<file path="config.mk">
export PLATFORM = sky130hd
export DESIGN_NAME = riscv_dmem_arbiter
export DESIGN_NICKNAME = d
export VERILOG_FILES = /design/src/rtl/riscv_pkg.sv /design/src/rtl/rr_arb2.sv /design/src/rtl/riscv_dmem_arbiter.sv
export SDC_FILE = /design/constraint.sdc
export NUM_CORES = 1
export LEC_CHECK = 0
export ABC_CLOCK_PERIOD_IN_PS = 2100
export BUFFER_PORTS_ARGS = -buffer_cell sky130_fd_sc_hd__buf_2
export CAP_MARGIN = 20
export CELL_PAD_IN_SITES_DETAIL_PLACEMENT = 0
export CELL_PAD_IN_SITES_GLOBAL_PLACEMENT = 2
export CORE_UTILIZATION = 26
export CTS_CLUSTER_DIAMETER = 40
export CTS_CLUSTER_SIZE = 24
export DETAILED_ROUTE_END_ITERATION = 12
export PLACE_DENSITY = 0.79
export SLEW_MARGIN = 20
export SYNTH_ARGS = -nofsm -noshare
export SYNTH_HDL_FRONTEND = slang
export SYNTH_SLANG_ARGS = --single-unit
</file>
<file path="constraint.sdc">
create_clock -name clock -period 2.1 [get_ports clock]
set_input_delay 0.42 -clock clock [delete_from_list [all_inputs] [get_ports clock]]
set_output_delay 0.42 -clock clock [all_outputs]
set_load 0.02 [all_outputs]
</file>
<file path="src/rtl/riscv_pkg.sv">
// Shared definitions for the data-memory arbiter: default widths and FSM encoding.
package riscv_pkg;

  localparam int DEF_ADDR_W = 8;
  localparam int DEF_DATA_W = 16;

  // Width of the read-latency down-counter; READ_LAT is limited to 1..7.
  localparam int LAT_CNT_W = 3;

  typedef enum logic [1:0] {
    IDLE   = 2'd0,
    ACCESS = 2'd1,
    WAIT   = 2'd2,
    RESP   = 2'd3
  } arb_state_t;

  // One-hot port vector for a single-bit port id.
  function automatic logic [1:0] port_onehot(input logic id);
    return id ? 2'b10 : 2'b01;
  endfunction

endpackage

</file>
<file path="src/rtl/rr_arb2.sv">
// Two-way round-robin pick: a lone requester wins; on a tie the port
// that was not served last wins. Purely combinational.
module rr_arb2 (
  input  logic [1:0] req,
  input  logic       last,
  output logic [1:0] gnt_onehot,
  output logic       any
);

  genvar gi;
  generate
    for (gi = 0; gi < 2; gi++) begin : g_port
      localparam logic SELF = (gi == 1);
      // Win when alone, or when both ask and the other port was served last.
      assign gnt_onehot[gi] = req[gi] & (~req[1-gi] | (last != SELF));
    end
  endgenerate

  assign any = |req;

endmodule

</file>
<file path="src/rtl/riscv_dmem_arbiter.sv">
// Shares the single-port data memory between the MEM stage (port 0) and the
// debug/loader port (port 1). One transaction in flight; round-robin on ties.
module riscv_dmem_arbiter
  import riscv_pkg::*;
#(
  parameter int ADDR_W   = DEF_ADDR_W,
  parameter int DATA_W   = DEF_DATA_W,
  parameter int READ_LAT = 1
) (
  input  logic              clock,
  input  logic              reset,
  input  logic              m0_req,
  input  logic              m0_we,
  input  logic [ADDR_W-1:0] m0_addr,
  input  logic [DATA_W-1:0] m0_wdata,
  output logic              m0_gnt,
  output logic              m0_rvalid,
  output logic [DATA_W-1:0] m0_rdata,
  input  logic              m1_req,
  input  logic              m1_we,
  input  logic [ADDR_W-1:0] m1_addr,
  input  logic [DATA_W-1:0] m1_wdata,
  output logic              m1_gnt,
  output logic              m1_rvalid,
  output logic [DATA_W-1:0] m1_rdata,
  output logic              mem_en,
  output logic              mem_we,
  output logic [ADDR_W-1:0] mem_addr,
  output logic [DATA_W-1:0] mem_wdata,
  input  logic [DATA_W-1:0] mem_rdata,
  output logic              busy
);

  arb_state_t             state_reg;
  logic                   winner_reg;
  logic                   we_reg;
  logic                   rr_last_reg;
  logic [LAT_CNT_W-1:0]   cnt_reg;
  logic [1:0]             gnt_reg;
  logic [1:0]             rvalid_reg;
  logic [1:0][DATA_W-1:0] rdata_reg;
  logic                   mem_en_reg;
  logic                   mem_we_reg;
  logic [ADDR_W-1:0]      mem_addr_reg;
  logic [DATA_W-1:0]      mem_wdata_reg;

  logic [1:0]             req_vec;
  logic [1:0]             arb_gnt;
  logic                   arb_any;
  logic                   pick_next;
  logic                   pick_we_next;
  logic [ADDR_W-1:0]      pick_addr_next;
  logic [DATA_W-1:0]      pick_wdata_next;

  assign req_vec = {m1_req, m0_req};

  rr_arb2 u_rr_arb2 (
    .req        (req_vec),
    .last       (rr_last_reg),
    .gnt_onehot (arb_gnt),
    .any        (arb_any)
  );

  // Payload of whichever port the arbiter picks this cycle.
  assign pick_next       = arb_gnt[1];
  assign pick_we_next    = pick_next ? m1_we    : m0_we;
  assign pick_addr_next  = pick_next ? m1_addr  : m0_addr;
  assign pick_wdata_next = pick_next ? m1_wdata : m0_wdata;

  // Arbitration FSM: latch the winner in IDLE, issue in ACCESS, wait out
  // the memory latency, then pulse rvalid to the winner only.
  always_ff @(posedge clock) begin
    if (reset) begin
      state_reg     <= IDLE;
      winner_reg    <= 1'b0;
      we_reg        <= 1'b0;
      rr_last_reg   <= 1'b1;
      cnt_reg       <= '0;
      gnt_reg       <= '0;
      rvalid_reg    <= '0;
      rdata_reg     <= '0;
      mem_en_reg    <= 1'b0;
      mem_we_reg    <= 1'b0;
      mem_addr_reg  <= '0;
      mem_wdata_reg <= '0;
    end else begin
      gnt_reg    <= '0;
      rvalid_reg <= '0;
      mem_en_reg <= 1'b0;
      mem_we_reg <= 1'b0;
      case (state_reg)
        IDLE: begin
          if (arb_any) begin
            winner_reg    <= pick_next;
            we_reg        <= pick_we_next;
            rr_last_reg   <= pick_next;
            mem_addr_reg  <= pick_addr_next;
            mem_wdata_reg <= pick_wdata_next;
            gnt_reg       <= arb_gnt;
            mem_en_reg    <= 1'b1;
            mem_we_reg    <= pick_we_next;
            state_reg     <= ACCESS;
          end
        end
        ACCESS: begin
          if (we_reg) begin
            state_reg <= IDLE;
          end else begin
            cnt_reg   <= LAT_CNT_W'(READ_LAT - 1);
            state_reg <= WAIT;
          end
        end
        WAIT: begin
          if (cnt_reg == '0) begin
            rdata_reg[winner_reg] <= mem_rdata;
            rvalid_reg            <= port_onehot(winner_reg);
            state_reg             <= RESP;
          end else begin
            cnt_reg <= cnt_reg - 1'b1;
          end
        end
        RESP: begin
          state_reg <= IDLE;
        end
        default: begin
          state_reg <= IDLE;
        end
      endcase
    end
  end

  assign m0_gnt    = gnt_reg[0];
  assign m1_gnt    = gnt_reg[1];
  assign m0_rvalid = rvalid_reg[0];
  assign m1_rvalid = rvalid_reg[1];
  assign m0_rdata  = rdata_reg[0];
  assign m1_rdata  = rdata_reg[1];
  assign mem_en    = mem_en_reg;
  assign mem_we    = mem_we_reg;
  assign mem_addr  = mem_addr_reg;
  assign mem_wdata = mem_wdata_reg;
  assign busy      = (state_reg != IDLE);

endmodule

</file>
After elaboration in Yosys (flattened, before gate mapping)
Index checks and enable logic that the tools add are counted.

cells by class
  equal/unequal tests = 7
  reductions and logical operators = 13
  add/sub/neg operators = 1
  shift-type cells = 0
  $lt $le $gt $ge = 2
  bitwise logic cells = 11
  multiply operators = 0
  divide/modulo/power cells = 0
  mux-type cells = 15

operator list
  cell                                                        number
  bitwise mux 32 bit                                          1
  two-way mux 16 bit                                          2
  demux 16 bit (select 1 bit)                                 1
  two-way mux 2 bit                                           4
  two-way mux 8 bit                                           1
  != test 2 bit, second input constant                        4
  one-hot mux 2 bit (4 select lines)                          1
  inverter 1 bit                                              7
  two-way mux 3 bit                                           2
  one-hot mux 3 bit (2 select lines)                          1
  AND reduction 2 bit                                         3
  OR reduction 3 bit                                          2
  equality test 2 bit, second input constant                  2
  nonzero test 2 bit                                          2
  OR reduction 2 bit                                          2
  zero test 3 bit                                             1
  AND reduction 3 bit                                         1
  subtractor 3 x 1 -> 3 bit, second input constant            1
  AND 1 bit                                                   2
  equality test 2 x 1 -> 1 bit, second input constant         1
  zero test 2 bit                                             1
  less-than comparator 1 x 2 -> 1 bit, second input constant  1
  two-way mux 1 bit                                           2
  bitwise OR 1 bit                                            2
  2 further kinds                                             2

word-level totals
  word-level logic and storage cells = 62
  bits in latches = 0
  input port bits = 70
  register bits = 70
  memory bits (read-only) = 0
  memories = 0
  output and inout bits = 63
  bits in writable memories = 0

Depth between registers and ports, before layout
  word-level depth = 5
  gate-level depth with buffers = 9
  depth with buffers taken out = 6

Cells and area by module
From an unflattened synthesis, not the netlist that was laid out.

second synthesis, totals
  cells, all modules = 281
  area, all modules = 2803.9 um2

modules (own cells, without submodules)
  module              cells an instance  area an instance (um2)  instances  sequential area each (um2)
  riscv_dmem_arbiter  277                2778.9                  1          1401.3
  rr_arb2             4                  25.0                    1          0.0

Least setup slack after synthesis
No wires, ideal clock.

  path type = reg-to-reg
  start point = register cnt_reg[0]
  end point = register rdata_reg (netlist bit m0_rdata[5])
  stages on the path, launching flop included = 10
  period minus slack after synthesis = 1606 ps
  data required time = 1968 ps
  buffers on the path = 3
  data arrival time = 1473 ps
  library setup time = 132 ps
  slack = 494 ps
  cell sequence = dfxtp_1 inv_1 ha_1 ha_1 buf_2 and4bb_2 clkbuf_2 buf_4 nand2_1 a21oi_1

between the ends
  word-level cells in the longest chain between the ends = 2

RTL lines
  what                                  line                       RTL
  start: declaration                    riscv_dmem_arbiter.sv:38   logic [LAT_CNT_W-1:0] cnt_reg;
  start signal: assignment              riscv_dmem_arbiter.sv:109  cnt_reg <= LAT_CNT_W'(READ_LAT - 1);
  start signal: assignment              riscv_dmem_arbiter.sv:119  cnt_reg <= cnt_reg - 1'b1;
  zero test 3 bit                       riscv_dmem_arbiter.sv:114  if (cnt_reg == '0) begin
  AND reduction 2 bit (no source line)  -
  end signal: indexed assignment        riscv_dmem_arbiter.sv:115  rdata_reg[winner_reg] <= mem_rdata;
  end: declaration                      riscv_dmem_arbiter.sv:41   logic [1:0][DATA_W-1:0] rdata_reg;

Every way passes these cells.
A chain may end at the register's enable or synchronous reset.

Final worst setup path
  start point = register cnt_reg[0]
  end point = register rdata_reg (netlist bit m1_rdata[9])

The elaborated chain is that of the path after synthesis.

==> results.cfg <==
[setup_path]
cp_common_cell = ha_1
ff2ff_setup_slack_ns = 0.33
rr_endpoint = m1_rdata[9]
worstPathMaxFanout = 16
startpoint_type = register
critPathBufInv = 1
r2r_start = cnt_reg[0]
critPathSlowestCell = and4b_1
cp_data_required_time_ns = 2.36
path_delay_family = simple AND/OR/NAND/NOR gates
worstSetupPathType = reg2reg
path_cells = inv_1 > ha_1 > ha_1 > and4b_1 > nand2_1 > a21oi_1
cp-end-kind = register
slowest_delay_ns = 0.60
worstRegToRegCells = 6
arrival_ns = 2.04

[power_and_ir_drop]
switchingPower_uw = 888.8
power_frac_seq = 0.482
vdd_drop_max_v = 0.0003683
combPwrFrac = 0.162
switching_share = 0.2902
p_per_area_nw_per_um2 = 836.1
p_int_uw = 2174
p_clk_frac = 0.356
leakage_uw = 0.001690

[final_layout]
regArea_um2 = 1401
fillers = 1090
layout_commonest_cell = buf_2
multi_input_area_um2 = 1164
drive_above_1_share = 0.3990
diodes = 0
utilization = 0.3549
final_nets = 478
syn_to_final_growth_pct = 32.85
layout_common_cells = buf_2 (132), dfxtp_1 (70), nand2_1 (64)

[sta]
clock.fmax_mhz = 564.1
slew_headroom = 0.6338
final-hold-violation-count = 0
setup_tns_ns = 0
period_needed_ns = 1.773
rsz0062_at_grt = false
max_slew.worst_pin.slew_ns = 0.5485
skew_ns = 0.01529
setup_viol = 0
min_period_over_period = 0.8442
slew_viol_final = 0

[run]
cap_violations = 0

[synth]
synth_edf_count = 0
avgSynthCellArea_um2 = 9.779
ys_seq_area_frac = 0.5082
ys_dominant_reg_cell = dfxtp_1
netlist_area_um2 = 2758
synth_compound_area_frac = 0.1742
synth_xor_area_frac = 0
syn_inst = 282
ys_warn_count = 0
synth.distinct_cells = 35
synthSimpleGateAreaFrac = 0.2309
synth-seq-cells = 70
muxShareOfSynthArea = 0.007713
syn_nets = 354
synthAdderAreaFrac = 0.009074
synth_top_family_by_area = simple AND/OR/NAND/NOR gates
ys_async_sr_fraction = 0

[detailed_routing]
wire_per_inst_um = 13.57
first_iter_violations = 82
drc_errors = 0
drtPass1Iterations = 4
routed_wl_mm = 7.423
viasPerCell = 4.506
ant_nets = 0
vias = 2465

[die]
io_pins = 133
fp-row-count = 37
die_x_um = 105.0
initial_utilization = 0.2671
die-area_um2 = 11020
core_area_um2 = 10320
die_h_um = 105.0

[clock_tree]
cts-root-buf = clkbuf_8
cts_hold_buffers = 0
cts.sinks = 70
clk_pin_slew_ns = 0.08
cts_buffers = 9
clockBufferDepth = 2
tritoncts = yes
cts_max_level = 3
post_cts_resized = 0
cts_setup_buffers = 0
clk_latency_ns = 0.34

[grt]
antenna_found_initial = 0
grt_first_pass_wirelength_mm = 12.01
grt_overflow = 0
grt_pass1_vias = 2335
grt_max_degree = 39
grt_use_total = 0.1385

[worst_hold_path]
holdPathStages = 2
hp-start = m1_we
holdPathEnd = mem_we
hp-class = in2reg

[placed_design]
port-buffer-count = 132
dpl.hpwl_mm = 5.259
gp_congestion = 0.6957

[run_status]
status = finished, final reports clean
==> metal layers <==
layer  wire length (um)  share of wire  track usage  vias up
met2               2961           0.40       0.1864      116
met3                781           0.11      0.06550        6
met1               3595           0.48       0.1890     1080
met5                  0              0            0        -
li1                   -              -            -     1263
met4                 85          0.011      0.05131        0
==> logic make-up (layout without fill, tap and decap cells) <==
kind of cell | after synthesis | in the layout
buffers and inverters | 31 | 160
and+or+nand+nor | 111 | 111
DFF | 70 | 70
muxes | 2 | 2
AOI/OAI and AO/OA | 66 | 66
adders and majority gates | 2 | 2
==> power by group through the flow <==
stage | clock network (uW) | logic, uW | registers [uW]
after floorplan | 0 | 231 | 1590
after global placement | 0 | 504 | 1510
after detailed placement | 0 | 505 | 1510
after CTS | 1140 | 505 | 1480
after global routing | 1200 | 543 | 1490
final | 1090 | 496 | 1480
==> synthesized netlist by cell type, types with 2 or more instances <==
cell	count	area share
a21o_1	2	0.0054
a21oi_1	34	0.062
a221o_1	24	0.087
a31oi_1	3	0.0068
and4_1	24	0.076
buf_2	5	0.0091
buf_4	3	0.0082
buf_6	6	0.024
clkbuf_1	9	0.012
clkbuf_2	2	0.0036
dfxtp_1	70	0.51
ha_1	2	0.0091
inv_1	5	0.0068
nand2_1	64	0.087
nand2b_1	2	0.0045
nor2_1	5	0.0068
nor4b_1	3	0.0095
or3b_1	2	0.0064
==> through the flow <==
step                      instances  power (uW)  setup WS, ns  hold WS [ns]  instance area [um^2]
final                           547        3063        0.3271        0.2990                  3664
after global routing            547        3232        0.1419        0.2744                  3664
after CTS                       547        3125        0.3125        0.2719                  3664
after detailed placement        531        2010        0.3353        0.4451                  3467
after global placement          531        2009        0.3469        0.4407                  3467
after floorplan                 282        1823        0.4943        0.4434                  2758
==> layout make-up <==
type,count,share of cell area
Sequential cell,70,0.3825
Multi-Input combinational cell,181,0.3176
Timing Repair Buffer,139,0.1947
Tap cell,136,0.04645
Clock buffer,9,0.03381
Clock inverter,7,0.01981
Inverter,5,0.005123
==> worst max-delay path by stage <==
stage | from | to | slack [ns] | cells past startpoint
finish | cnt_reg[0] | m1_rdata[9] | 0.33 | 6
global route | cnt_reg[0] | m1_rdata[13] | 0.14 | 6
CTS | cnt_reg[0] | m1_rdata[9] | 0.31 | 6
detailed placement | cnt_reg[0] | m1_rdata[9] | 0.34 | 6
global placement | cnt_reg[0] | m1_rdata[2] | 0.35 | 6
floorplan | cnt_reg[0] | m0_rdata[5] | 0.49 | 9
==> worst register-to-register path, delay by kind of cell (launching register included) <==
kind,cells,cell delay (ns)
buffers and inverters,1,0.06
and+or+nand+nor,2,0.73
AOI/OAI and AO/OA,1,0.13
adders and majority gates,2,0.47
DFF,1,0.33
Note: power is estimated with default switching activity, not from simulation.
